[src/rtl/mav_sample_src.sv]
// MAV sample source: a FIFO loaded through a write port, drained as one en/d strobe every GAP cycles after start.
// Optional drop counter output enabled by defining MAV_SAMPLE_SRC_DROP_CNT_EN.
module mav_sample_src #(
  parameter int DW    = 16,
  parameter int DEPTH = 8,
  parameter int GAP   = 4
) (
  input  logic                     clk,
  input  logic                     rstn,
  input  logic                     wr_en,
  input  logic [DW-1:0]            wr_data,
  input  logic                     start,
  output logic [DW-1:0]            d,
  output logic                     en,
  output logic                     busy,
  output logic                     full,
  output logic                     empty,
  output logic [$clog2(DEPTH):0]   count
`ifdef MAV_SAMPLE_SRC_DROP_CNT_EN
  ,
  output logic [7:0]               drop_cnt
`endif
);

  localparam int AW = $clog2(DEPTH);
  localparam int GW = (GAP > 1) ? $clog2(GAP) : 1;
  localparam logic [GW-1:0] GAP_RELOAD = GW'(GAP - 1);

  typedef enum logic {IDLE, RUN} state_t;

  state_t          state_q, state_d;
  logic [GW-1:0]   gap_q, gap_d;
  logic [AW-1:0]   rd_ptr, wr_ptr;
  logic [DW-1:0]   mem [DEPTH];
  logic            pop, push;

  assign full  = (count == (AW+1)'(DEPTH));
  assign empty = (count == '0);
  assign busy  = (state_q == RUN);
  // A pop in the same cycle frees a slot, so a full FIFO still accepts the write.
  assign push  = wr_en && (!full || pop);

  always_comb begin
    state_d = state_q;
    gap_d   = gap_q;
    pop     = 1'b0;
    case (state_q)
      IDLE: begin
        if (start) begin
          state_d = RUN;
          gap_d   = GAP_RELOAD;
        end
      end
      RUN: begin
        if (gap_q != '0) begin
          gap_d = gap_q - GW'(1);
        end else if (!empty) begin
          pop   = 1'b1;
          gap_d = GAP_RELOAD;
        end else begin
          state_d = IDLE;
        end
      end
      default: state_d = IDLE;
    endcase
  end

  always_ff @(posedge clk or negedge rstn) begin
    if (!rstn) begin
      state_q <= IDLE;
      gap_q   <= '0;
      rd_ptr  <= '0;
      wr_ptr  <= '0;
      count   <= '0;
      d       <= '0;
      en      <= 1'b0;
    end else begin
      state_q <= state_d;
      gap_q   <= gap_d;
      en      <= pop;
      if (pop) begin
        d      <= mem[rd_ptr];
        rd_ptr <= rd_ptr + AW'(1);
      end
      if (push) wr_ptr <= wr_ptr + AW'(1);
      case ({push, pop})
        2'b10:   count <= count + (AW+1)'(1);
        2'b01:   count <= count - (AW+1)'(1);
        default: count <= count;
      endcase
    end
  end

  // Storage needs no reset: the cleared pointers and count make old contents unreachable.
  always_ff @(posedge clk) begin
    if (push) mem[wr_ptr] <= wr_data;
  end

`ifdef MAV_SAMPLE_SRC_DROP_CNT_EN
  always_ff @(posedge clk or negedge rstn) begin
    if (!rstn)
      drop_cnt <= '0;
    else if (wr_en && !push && drop_cnt != 8'hFF)
      drop_cnt <= drop_cnt + 8'd1;
  end
`endif

endmodule

[config.mk]
export PLATFORM = sky130hd
export DESIGN_NAME = mav_sample_src
export DESIGN_NICKNAME = d
export VERILOG_FILES = /design/src/rtl/mav_sample_src.sv
export SDC_FILE = /design/constraint.sdc
export NUM_CORES = 1
export LEC_CHECK = 0
export CORE_UTILIZATION = 35
export DETAILED_ROUTE_END_ITERATION = 7
export GPL_ROUTABILITY_DRIVEN = 0
export GPL_TIMING_DRIVEN = 0
export PLACE_DENSITY_LB_ADDON = 0.12
export SYNTH_ARGS = -nofsm -noshare
export SYNTH_HDL_FRONTEND = slang
export SYNTH_SLANG_ARGS = --single-unit
[constraint.sdc]
create_clock -name clk -period 2.54 [get_ports clk]
set_input_delay 0.635 -clock clk [delete_from_list [all_inputs] [get_ports clk]]
set_output_delay 0.635 -clock clk [all_outputs]
set_load 0.02 [all_outputs]
# [Word level (Yosys, flattened, before mapping)]
# Memories as Yosys holds them, arrays and structs flattened. A register that Yosys moved wholly into a read port is not among the register bits.
# Index checks and enable logic that the tools add are counted.
[word_totals] register_bits=14 ram_bits=128 out_inout_bits=24 wordCells=39 memories=1
[mem_list] name="mem" words=8 width=16 read_ports=1 rd_ports_with_merged_regs=1 write_ports=1 line="34" rtl="logic [DW-1:0] mem [DEPTH];"
[classes] add_sub_neg=5 n_eq_ne=5 mux=13 bitwise=1 reduce_logical=8
[op_table] cell="$pmux W4 S2" n=1
[op_table] cell="$mux W1" n=7
[op_table] cell="$add A3 B1 Y3 const B" n=2
[op_table] cell="$mux W2" n=3
[op_table] cell="$add A4 B1 Y4 const B" n=1
[op_table] cell="$eq A4 B4 Y1 const B" n=1
[op_table] cell="$logic_not A4 Y1" n=1
[op_table] cell="$pmux W2 S2" n=1
[op_table] cell="$reduce_bool A2 Y1" n=2
[op_table] cell="$sub A4 B1 Y4 const B" n=1
[op_table] cell="$ne A3 B2 Y1 const B" n=1
[op_table] cell="$eq A2 B1 Y1 const B" n=1
[op_table] cell="$eq A2 B2 Y1 const B" n=1
[op_table] cell="$logic_not A1 Y1" n=2
[op_table] cell="$ne A2 B2 Y1 const B" n=1
[op_table] cell="$pmux W1 S2" n=1
[op_table] cell="$reduce_and A2 Y1" n=1
[op_table] cell="$sub A2 B1 Y2 const B" n=1
[op_table] cell="$logic_and A1 B1 Y1" n=1
[op_table] cell="$logic_or A1 B1 Y1" n=1
[op_table] cell="$not A1 Y1" n=1

# [Logic depth before layout (Yosys ltp)]
[depth] word_depth=8 ltp_mapped=9 mapped_depth_nobuf=9

# [Worst setup path before layout]
# OpenSTA, ideal clock, no wires.
[synth_timing] path_type="reg-to-reg" start="register gap_q[0]" end="memory mem[5][0], enable pin" setup_ns=0.409 t_arrival_ns=2.183 t_required_ns=2.131 setup_slack_ns=-0.052 path_stages_with_launch=7 path_buffers=0 path_cell_list="dfrtp_1 inv_1 ha_1 nand2_1 nand3_1 nand2_1 nor3_1"
[synth_via] elab_chain_len=7
[synth_rtl] element="start: declaration" line="32" rtl="logic [GW-1:0] gap_q, gap_d;"
[synth_rtl] element="start signal: assignment" line="79" rtl="gap_q <= gap_d;"
[synth_rtl] element="$reduce_bool A2 Y1" line="55" rtl="if (gap_q != '0) begin"
[synth_rtl] element="$mux W1" line="55"
[synth_rtl] element="$mux W1" line="47" rtl="case (state_q)"
[synth_rtl] element="$logic_or A1 B1 Y1" line="41" rtl="assign push = wr_en && (!full || pop);"
[synth_rtl] element="$logic_and A1 B1 Y1" line="41"
[synth_rtl] element="$mux W1" line="96" rtl="if (push) mem[wr_ptr] <= wr_data;"
[synth_rtl] element="$mux W1 (implied by the code)" line="96"
[synth_rtl] element="end: declaration" line="34"
# Every way passes these cells.

# [Worst setup path after layout]
[layout_timing] start="register gap_q[0]" end="memory mem[7][13], enable pin"
# Same word-level chain as after synthesis.

==> results by stage <==
Synth:
- The synthesized design contains between 150 and 200 register bits.
- The number of different library cells used by synthesis comes to 35.
- The prevailing post-synth register cell is edfxtp_1.
- The share of the Yosys chip area taken by registers is between 70 and 80%.
- The top-area cell type share of the netlist area is between 60% and 70%.
- Each instance of the synthesized netlist takes up on average 15.6 um^2.
- The netlist area before placement is ~6300 um^2.
- The top cell type by total area after synthesis is edfxtp_1.
- The Yosys step of the flow raised 0 warnings.
- Synthesis produced a netlist with a net count of roughly 430.
- Ranked by total cell area, the synthesized netlist is headed by edfxtp_1, dfrtp_1, mux2i_1.
- The number of synthesized flops with an enable pin is 128.
- Synthesis produced roughly 400 cells.
- After synthesis, the share of flip-flops with an asynchronous set or reset is between 10% and 20%.

Floorplanning:
- In this run the core area contains 48 standard-cell rows.
- The initial core utilization is ~36%.
- The core area is 17,400 um^2.
- The die extent in y is about 140 um.
- Pin placement for this block handled 44 I/O pins.
- The die outline width is between 100 and 150 um.
- The floorplan die area is about 19,000 um^2.

Layout:
- The number of nets in the finished design is ~500.
- The area taken by flip-flops and latches is roughly 4600 um^2.
- The count of placed standard cells in the final layout, fillers left out is ~710.
- The proportion of layout cells with a drive suffix above 1 is roughly 13%.
- The design area is 7760 um^2.
- The repair_antennas step left the layout with diodes totalling 0.
- Relative to the synthesized area, the layout overhead comes to 23.2%.
- The area occupied by multi-input gates is 1630 um^2.
- The library cells used most frequently in the layout, excluding fill and tap cells, are edfxtp_1, mux2i_1, nand2_1, clkdlybuf4s50_1, a22oi_1.
- The commonest non-fill, non-tap cell in the layout is edfxtp_1.
- The filler cells instantiated in the layout total 1,560.

Run status:
- The run finished with clean final reports.

GRT:
- In the global route stage, overall resource usage came out at 16.3%.
- The number of antenna violations at the first check in global routing was 0.
- Entering global routing, the biggest net connects 31 pins.
- The via count of the first global-routing pass is between 3,000 and 4,000.
- Global routing finished with a remaining overflow of 0.
- The wire length of the first global-routing pass is between 20,000 and 25,000 um.

Timing:
- Between clock sinks in the finished design, the worst skew comes to between 0.01 and 0.015 ns.
- At the pin with the least slew margin, the transition time is 0.821 ns.
- The hold violation count in the final report is 0.
- Setup violations remaining at the end of the flow were counted as 0.
- The clock period could shrink to between 2 and 2.5 ns.
- The worst slew slack as a fraction of its limit is a little under half.
- The final-report max-slew violation count was 0.
- Setup repair after global routing could not meet its margin everywhere.
- For this run, the top clock speed supported by timing is roughly 420 MHz.
- The post-route clock period utilization is around 93%.
- Hold timing on the final database bottoms out at a slack of 0.318 ns.

Power:
- The total leakage power is 2.90 nW.
- The total power per unit cell area is 1180 nW/um^2.
- The total power draw is between 0.009 and 0.01 W.
- The worst-case IR drop observed on VDD is between 0.4 and 0.5 mV.

Setup path:
- The critical path endpoint category is a flip-flop.
- The critical path required time is between 2 and 3 ns.
- The setup path with the least slack is of type flip-flop to flip-flop.
- The startpoint type of the worst setup path is a flip-flop.
- The biggest fanout along the worst timing path is 9.
- The length in cells of the worst reg-to-reg path is 7.
- The data arrival time at the worst-slack endpoint is ~2.5 ns.

Placed design:
- The total placed instance area is approximately 7200 um^2.
- During placement, the flow inserted port buffers numbering between 40 and 50.
- The number of placed instances, taps included, is a little under 700.
- The HPWL reported at the end of detailed placement is roughly 8900 um.

Detailed routing:
- The detailed router's first-iteration violation count is about 270.
- Across all layers, the routed design uses between 3,000 and 4,000 vias.
- The post-detailed-routing wire length is roughly 14,000 um.
- The post-detailed-route DRC marker count is 0.
- In the routed layout, each cell is associated on average with a via count of roughly 5.
- Dividing the detail-routed wire length by the instance count gives approximately 19 um.
- The count of nets left with antenna violations after detail routing is 0.
- For this run, the detailed router's first-pass iteration total came to 4.

Clock tree:
- The H-tree was split into 4 levels.
- The tree built by TritonCTS fans out to about 160 sinks.
- The clock transition at the registers of the reported paths is 0.06 ns.
- For the worst-skew pair, the clock arrives at the later sink with an insertion delay of roughly 0.42 ns.
- The number of buffers on the longest clock path is 2.
- The TritonCTS clock tree is built.
- The tree is rooted in a clkbuf_16.
- Buffers inserted during clock tree synthesis total 17.

Job:
- The max-cap violation count is 0.

Hold path:
- The worst min-delay path category is input pin to async pin.
==> critical path, stage by stage, from the launching register on <==
cell and delay, ns:
dfrtp_1 0.40, inv_1 0.06, ha_1 0.26, nand2_1 0.14, nand3_1 0.17, nand2_1 0.22
nor2_2 0.58, buf_8 0.23
==> where the power goes <==
part | total [W] | switching (W) | internal [W]
logic | 0.00331 | 0.00195 | 0.00136
clock network | 0.00220 | 0.000942 | 0.00126
registers | 0.00366 | 0.000283 | 0.00337
total | 0.00917 | 0.00317 | 0.00600
==> area by class of cell <==
class | instances | area share, %
plain buffers | 17 | 1.23
clock buffers | 24 | 5.95
clock inverters | 7 | 0.580
inverters | 8 | 0.451
multi-input cells | 219 | 21.0
flip-flops and latches | 158 | 59.2
well taps | 225 | 3.63
repair buffers | 54 | 8.01
==> synthesized netlist by cell type (2+ instances only) <==
cell / instances
nand3_1: 18
edfxtp_1: 128
ha_1: 5
clkbuf_1: 7
xnor2_1: 4
nand3_2: 2
nor2b_1: 2
a21oi_1: 4
nor2_1: 17
a31oi_1: 4
o21ai_0: 2
nand3b_1: 2
inv_1: 7
and2_1: 4
nand2_1: 42
a22oi_1: 34
dfrtp_1: 30
mux2i_1: 65
nor3_1: 4
buf_2: 7
==> metal layers <==
metal,wire [um],GRT usage [%]
met2,6430,25.2
met4,160,5.56
met5,0,0
met3,678,4.14
met1,6470,22.3
==> worst paths after layout <==
path	startpoint	endpoint	slack, ns
setup / recovery	gap_q[0]$_DFFE_PN0P_	mem[7][13]$_DFFE_PP_	0.17
min in group clk	d[13]$_DFFE_PN0N_	d[13]$_DFFE_PN0N_	0.47
hold / removal	rstn	gap_q[0]$_DFFE_PN0P_	0.32
hold reg to reg	d[13]$_DFFE_PN0N_	d[13]$_DFFE_PN0N_	0.47
setup reg to reg	gap_q[0]$_DFFE_PN0P_	mem[7][13]$_DFFE_PP_	0.17
max in group asynchronous	rstn	d[1]$_DFFE_PN0N_	1.70
==> through the flow <==
step	worst slack, ns	util (%)	setup TNS (ns)
after floorplan	-0.0519	-	-0.831
after detailed placement	-0.556	41.4	-25.25
after global placement	-1.79	40.3	-139.25
final	0.166	44.6	0
after CTS	0.0302	44.5	0
after global routing	-0.0361	44.6	-0.364
==> cell families (layout without fill, tap and decap cells) <==
| group | after synthesis | count (layout) | share of synthesized area (%) |
|---|---|---|---|
| xor gates and xnor gates | 5 | 5 | 0.695 |
| muxes | 66 | 66 | 10.5 |
| DFF | 158 | 158 | 72.9 |
| adders and majority gates | 6 | 6 | 1.31 |
| and+or+nand+nor | 95 | 95 | 7.05 |
| buffers and inverters | 26 | 110 | 2.13 |
| AOI/OAI and AO/OA | 47 | 47 | 5.36 |
==> flip-flops by register name, indices dropped and copies added (netlist names) <==
name / count
busy: 1
en: 1
gap_q: 2
count: 4
wr_ptr: 3
rd_ptr: 3
d: 16
mem: 128
==> repair_timing <==
item                                   CTS  global route
hold buffers                             0             0
endpoints found under the hold margin    0             0
pin swaps                                2             0
buffers inserted                         1             2
setup endpoints to repair               18            41
resized for setup                        5             3
No activity file was read; power rests on OpenSTA's default activity.
